`src/rtl/idli_pred_ctrl_m.sv`:
```
// Predicate compare controller: compares two operands nibble-serially (LSB nibble
// first) and writes the EQ/NE/LTU/GEU result into predicate register P0..P2 over the PRF Q port.
module idli_pred_ctrl_m #(
    parameter int NIBBLES = 4
) (
    input  logic       i_pctl_gck,
    input  logic       i_pctl_rst,
    input  logic       i_pctl_req_vld,
    output logic       o_pctl_req_rdy,
    input  logic [1:0] i_pctl_req_preg,
    input  logic [1:0] i_pctl_req_op,
    input  logic [3:0] i_pctl_a,
    input  logic [3:0] i_pctl_b,
    input  logic       i_pctl_flush,
    output logic [1:0] o_pctl_q,
    output logic       o_pctl_q_wr_en,
    output logic       o_pctl_q_data,
    output logic       o_pctl_done,
    input  logic [1:0] i_pctl_chk_preg,
    output logic       o_pctl_chk_busy,
    output logic [1:0] o_pctl_dbg_state
);

    localparam int CW = $clog2(NIBBLES);
    localparam logic [CW-1:0] LAST = CW'(NIBBLES - 1);

    typedef enum logic [1:0] {
        IDLE = 2'd0,
        CMP  = 2'd1,
        WR   = 2'd2
    } state_t;

    // Handshake: a request transfers on any rising edge where i_pctl_req_vld and
    // o_pctl_req_rdy are both high; that same cycle carries nibble 0 of A and B.
    state_t        state;
    logic [CW-1:0] cnt;
    logic          eq;
    logic          ltu;
    logic [1:0]    preg;
    logic [1:0]    op;

    logic accept;
    logic nib_eq;
    logic nib_lt;
    logic result;
    logic in_wr;

    assign nib_eq = (i_pctl_a == i_pctl_b);
    assign nib_lt = (i_pctl_a < i_pctl_b);
    assign accept = i_pctl_req_vld & o_pctl_req_rdy;

    always_ff @(posedge i_pctl_gck or posedge i_pctl_rst) begin
        if (i_pctl_rst) begin
            state <= IDLE;
            cnt   <= '0;
            eq    <= 1'b0;
            ltu   <= 1'b0;
            preg  <= 2'd0;
            op    <= 2'd0;
        end else begin
            case (state)
                IDLE: begin
                    if (accept) begin
                        state <= CMP;
                        cnt   <= CW'(1);
                        eq    <= nib_eq;
                        ltu   <= nib_lt;
                        preg  <= i_pctl_req_preg;
                        op    <= i_pctl_req_op;
                    end
                end
                CMP: begin
                    if (i_pctl_flush) begin
                        state <= IDLE;
                        cnt   <= '0;
                    end else begin
                        eq  <= eq & nib_eq;
                        // Higher nibbles override; an equal nibble keeps the lower-order verdict.
                        ltu <= nib_lt | (nib_eq & ltu);
                        if (cnt == LAST) begin
                            state <= WR;
                            cnt   <= '0;
                        end else begin
                            cnt <= cnt + CW'(1);
                        end
                    end
                end
                WR: begin
                    state <= IDLE;
                    cnt   <= '0;
                end
                default: begin
                    state <= IDLE;
                    cnt   <= '0;
                end
            endcase
        end
    end

    always_comb begin
        result = 1'b0;
        case (op)
            2'b00:   result = eq;
            2'b01:   result = ~eq;
            2'b10:   result = ltu;
            default: result = ~ltu;
        endcase
    end

    // Flush wins over the write slot, so the retire pulse is suppressed in that cycle.
    assign in_wr            = (state == WR) & ~i_pctl_flush;
    assign o_pctl_req_rdy   = (state == IDLE) & ~i_pctl_flush;
    assign o_pctl_done      = in_wr;
    assign o_pctl_q_wr_en   = in_wr & (preg != 2'd3);
    assign o_pctl_q         = (state == WR) ? preg : 2'd0;
    assign o_pctl_q_data    = (state == WR) ? result : 1'b0;
    assign o_pctl_chk_busy  = ((state == CMP) || (state == WR)) &&
                              (preg == i_pctl_chk_preg) && (preg != 2'd3);
    assign o_pctl_dbg_state = state;

endmodule
```
`config.mk`:
```
export PLATFORM = sky130hd
export DESIGN_NAME = idli_pred_ctrl_m
export DESIGN_NICKNAME = d
export VERILOG_FILES = /design/src/rtl/idli_pred_ctrl_m.sv
export SDC_FILE = /design/constraint.sdc
export NUM_CORES = 1
export LEC_CHECK = 0
export CORE_MARGIN = 2
export CORE_UTILIZATION = 45
export CTS_CLUSTER_DIAMETER = 80
export DETAILED_ROUTE_END_ITERATION = 8
export GPL_TIMING_DRIVEN = 0
export HOLD_SLACK_MARGIN = 0.1
export MAX_ROUTING_LAYER = met4
export PLACE_DENSITY = 0.78
export SLEW_MARGIN = 20
export SYNTH_ARGS = -nofsm -noshare
export SYNTH_HDL_FRONTEND = slang
export SYNTH_SLANG_ARGS = --single-unit
```
`constraint.sdc`:
```
create_clock -name i_pctl_gck -period 3.46 [get_ports i_pctl_gck]
set_input_delay 1.038 -clock i_pctl_gck [delete_from_list [all_inputs] [get_ports i_pctl_gck]]
set_output_delay 1.038 -clock i_pctl_gck [all_outputs]
set_load 0.02 [all_outputs]
```
==> flow_summary.ini <==
[sta]
finalHoldViolCount = 0
rsz0062_at_grt = no
timing.final.crit_period_ns = 3.336
slew_headroom = 0.7427
fin_ws_ns = 0.1235
fin_crit_sh = 0.9643
clock_skew_ns = 0.005224
slew_violations = 0
fmax_mhz = 299.7
tightestPinTransition_ns = 0.3855
setup_violations = 0

[clocking]
cts_tree = yes
clk_latency_ns = 0.26
path_clk_slew_ns = 0.07
cts_sinks = 10
clockBufferDepth = 2
cts-root-buf = clkbuf_4
htreeDepth = 1
numCtsBuffers = 3

[floorplanning]
die_y_um = 43.99
dieArea_um2 = 1935
die_w_um = 43.99
core_um2 = 1506
ioPinCount = 27
num_rows = 14
start_util = 0.4776

[setup_path]
r2r_slack_ns = 1.95
endpoint_kind = primary output
crit_arrival_ns = 2.30
crit_fanout = 2
required_ns = 2.42
crit_type = input port to primary output
setup.worst_path.start_class = input port

[global_route]
grt_use_met3 = 0.02917
track_usage = 0.1680
top_usage_layer = met2
overflow = 0
grtUsageMet2 = 0.3059
antenna_found_initial = 0
grt_pass1_wl_um = 2366
grt_pass1_vias = 608
grtUsageMet1 = 0.1816
grt_max_degree = 11

[placement]
hpwl_um = 1172
pre_cts_ws_ns = -0.2417
place_congestion = 0.7667
io_buffers = 26

[logic_synthesis]
syn_inst = 71
seq_area_frac_synth = 0.3478
netlist_area_um2 = 719.4
synth_edf_count = 0
ys_seq_elements = 10
avgSynthCellArea_um2 = 10.13
synth_cell_types = 31
syn-num-nets = 97
ys_warn_count = 0
async_reset_ff_frac = 1.000
synthFlopType = dfrtp_1

[power]
fin_total_pwr_uw = 592.4
p_int_uw = 384.6
p_per_area_nw_per_um2 = 574.6
pwr-share-seq = 0.351
leakagePower_uw = 0.0004924
clkPwrFrac = 0.178
vdd_drop_max_mv = 0.3103
p_sw_uw = 207.8
combPwrFrac = 0.471
swShare = 0.3507

[route]
wirelength_um = 1389
viasPerCell = 5.291
num_vias = 619
dr.pass1.iters = 2
drc = 0
ant_nets = 0
drt-wirelength-per-cell_um = 11.87
first_iter_violations = 2

[final_layout]
regArea_um2 = 250.2
num_antenna_cells = 0
drive_gt1_frac = 0.1287
finalNetCount = 128
multi_input_area_um2 = 424.2
n_fill_cell = 124
syn2layout_area_growth_pct = 43.30

[hold_path]
hp-class = flop to flop

[flow_run]
maxCapViolCount = 0

[outcome]
outcome = completed
state kept, by name (all words and copies together), names as in the netlist:
register / flops
op: 2
ltu: 1
o_pctl_dbg_state: 2
preg: 2
cnt: 2
eq: 1
critical path, stage by stage:
cell and delay, ns:
clkdlybuf4s50_1 0.48, nor4bb_1 0.29, o21a_1 0.16, dlygate4sd2_1 0.33
cells by family after synthesis:
family | Yosys count | synth area share
xor gates and xnor gates | 2 | 0.02435
DFF | 10 | 0.3478
buffers and inverters | 10 | 0.06260
AOI/OAI and AO/OA | 17 | 0.1739
adders and majority gates | 8 | 0.1391
and+or+nand+nor | 19 | 0.1757
muxes | 5 | 0.07652
Yosys cell counts (all sizes together), types with 2 or more instances:
| library cell | n | area (um^2) |
|---|---|---|
| nand2 | 2 | 7.510 |
| ha | 8 | 100.1 |
| o21ai | 4 | 20.02 |
| dfrtp | 10 | 250.2 |
| mux2 | 4 | 45.04 |
| o22ai | 2 | 12.51 |
| nand2b | 3 | 26.27 |
| a21oi | 2 | 10.01 |
| and2 | 3 | 18.77 |
| a21boi | 3 | 22.52 |
| inv | 9 | 33.78 |
| and2b | 2 | 15.01 |
| nor2 | 2 | 7.510 |
routing by layer:
| metal | vias to the layer above | share of wire |
|---|---|---|
| li1 | 308 | - |
| met1 | 284 | 0.41 |
| met2 | 25 | 0.51 |
| met3 | 2 | 0.066 |
| met4 | 0 | 0.010 |
| met5 | - | 0 |
power by group through the flow:
stage | combinational, uW | clock [uW] | sequential [uW]
after floorplan | 196 | 0 | 207
after global placement | 274 | 0 | 207
after detailed placement | 284 | 0 | 211
after CTS | 283 | 107 | 209
after global routing | 308 | 116 | 217
final | 279 | 105 | 208
per-stage QoR:
stage	cells	hold WS, ns	util	TNS [ns]	area [um^2]
after CTS	117	0.5419	0.6844	0	1031
after floorplan	71	0.4812	-	0	719.4
after global routing	117	0.5561	0.6844	0	1031
after global placement	113	0.5059	0.6636	-0.3826	999.7
after detailed placement	113	0.5262	0.6636	-0.4652	999.7
final	117	0.5359	0.6844	0	1031
what timing repair did:
action / 4_1_cts / 5_1_grt
hold buffers: 0 / 0
endpoints found under the setup margin: 4 / 0
buffers inserted: 0 / 0
resized for setup: 4 / 0
worst paths after layout:
| check | startpoint | to | cells after the start |
|---|---|---|---|
| worst min register to register | op[0]$_DFFE_PP0P_ | op[0]$_DFFE_PP0P_ | 1 |
| worst min-delay path | op[0]$_DFFE_PP0P_ | op[0]$_DFFE_PP0P_ | 1 |
| worst max-delay path | i_pctl_chk_preg[0] | o_pctl_chk_busy | 4 |
| min in group asynchronous | i_pctl_rst | eq$_DFFE_PP0P_ | 2 |
| max in group asynchronous | i_pctl_rst | preg[1]$_DFFE_PP0P_ | 2 |
| worst max register to register | o_pctl_dbg_state[0]$_DFFE_PP0P_ | ltu$_DFFE_PP0P_ | 6 |
layout make-up:
| class | instances | share of cell area |
|---|---|---|
| Multi-Input combinational cell | 51 | 0.4114 |
| Timing Repair Buffer | 26 | 0.2476 |
| Sequential cell | 10 | 0.2427 |
| Clock buffer | 4 | 0.03519 |
| Inverter | 9 | 0.03277 |
| Tap cell | 16 | 0.01942 |
| Buffer | 1 | 0.01092 |
layout by cell type, fill, tap and decap left out, types with 2 or more instances in the layout:
cell type	count
clkbuf_4	3
and2b_1	2
clkdlybuf4s50_1	22
o21ai_0	4
inv_1	9
mux2_2	4
dlygate4sd2_1	4
a21oi_1	2
and2_1	3
nor2_1	2
dfrtp_1	10
o22ai_1	2
nand2b_1	2
ha_1	8
a21boi_0	3
nand2_1	2
Note: power is estimated with default switching activity, not from simulation.
==> patch: new RTL, same flow settings <==
Register the output `o_pctl_dbg_state` once more, with the module's reset; this adds one clock of latency there. The other outputs are not delayed to match.
--- a/src/rtl/idli_pred_ctrl_m.sv
+++ b/src/rtl/idli_pred_ctrl_m.sv
@@ -116,6 +116,12 @@
     assign o_pctl_q_data    = (state == WR) ? result : 1'b0;
     assign o_pctl_chk_busy  = ((state == CMP) || (state == WR)) &&
                               (preg == i_pctl_chk_preg) && (preg != 2'd3);
-    assign o_pctl_dbg_state = state;
+    always_ff @(posedge i_pctl_gck or posedge i_pctl_rst) begin
+        if (i_pctl_rst) begin
+            o_pctl_dbg_state <= '0;
+        end else begin
+            o_pctl_dbg_state <= state;
+        end
+    end
 
 endmodule
Check against the original RTL: not equivalent (a bounded check fails within 4 cycles, from zero or initial values and one cycle with i_pctl_rst high).
==> patch against the original RTL <==
- sequential cell count increased by 2
- routed wire length increased by 13%
- final area increased by 5.9%
- critical endpoint unchanged
- non-clock buffer count increased by 1
- clock skew decreased by 0.99 ps
- power increased by 6.2%
- setup slack got worse by 0.76 ps
- synthesized area increased by 7.8%
- core utilization decreased by 3.0 points
==> patch: results <==
outcome:
  status: "completed"
synth:
  synth_cell_types: 33
  synth_adder_area_share_pct: 12.9
  syn-num-nets: 101
  synthTopCellsByArea: "dfrtp_1 39%, ha_1 13%, mux2_2 5.8%, inv_1 4.4%, o21ai_0 3.2%"
  netlist_top_cells_count: "12 x dfrtp_1, 9 x inv_1, 8 x ha_1"
  synth_compound_area_share_pct: 16.0
  synth-xor-area-share_pct: 2.26
  seq_area_frac_synth_pct: 38.7
power:
  peakVddDrop_uv: 280
  pwr_density_cell_mw_per_mm2: 576
  internal_power_uw: 408
  leakage_nw: 0.535
  p_clk_uw: 112
clocking:
  ctsResizeCount: 3
  cts_buffer_depth: 2
  clk_latency_ps: 280
cells_and_area:
  drive_gt1_share_pct: 11.4
  nets: 132
global_routing:
  grtUsageMet1_pct: 18.5
  use_met2_pct: 30.1
  grt_pass1_wl_um: 2490
  grt_pass1_vias: 615
  grt_usage_pct: 17.4
  grt_max_degree: 13
drt:
  wl_met1_um: 638
  wl_met3_um: 100
  routed_wl_um: 1570
  drt_iter0_markers: 10
  met2_wirelength_um: 811
  vias: 665
critical_path:
  r2r_slack_ps: 1830
  critPathTopFamily: "buffers and inverters"
  startpoint: "i_pctl_chk_preg[0]"
  timing.rr.start: "state[1]$_DFFE_PP0P_"
  path_max_fanout: 2
min_path:
  whs_endpoint: "o_pctl_dbg_state[0]$_DFF_PP0_"
  hold_depth: 0
  min_from: "state[0]$_DFFE_PP0P_"
timing:
  maxSlewHeadroom_pct: 69.4
  finClkSkew_ps: 4.23
place:
  gp_congestion: 0.770
  place_hpwl_um: 1250
## patch: changes by cell type after synthesis, sizes merged, moves of 2 or more
cell,before,now
o22ai,2,0
nor2b,1,3
a21boi,3,1
nand2b,3,1
dfrtp,10,12
## patch: cells by family after synthesis
| kind of cell | after synthesis |
|---|---|
| compound gates | 17 |
| flops | 12 |
| fa+ha+maj | 8 |
| xor+xnor | 2 |
| simple gates | 19 |
| buf+inv | 11 |
| mux | 6 |
## patch: through the flow
step                      instance area, um2  std cells  setup WS (ps)  hold WS [ps]
after CTS                               1090        122           33.9           441
after detailed placement                1060        118           -162           424
after global routing                    1090        122           38.3           463
after global placement                  1060        118           -143           417
after floorplan                          776         75            319           394
final                                   1090        122            123           438
## patch: cell type report
type                       count  area, um2
fill                         134        578
tap                           17       21.3
inverter                       9       33.8
timing repair buffer          26        259
sequential                    12        300
clock buffer                   4       36.3
buffer                         2       18.8
multi-input combinational     52        423
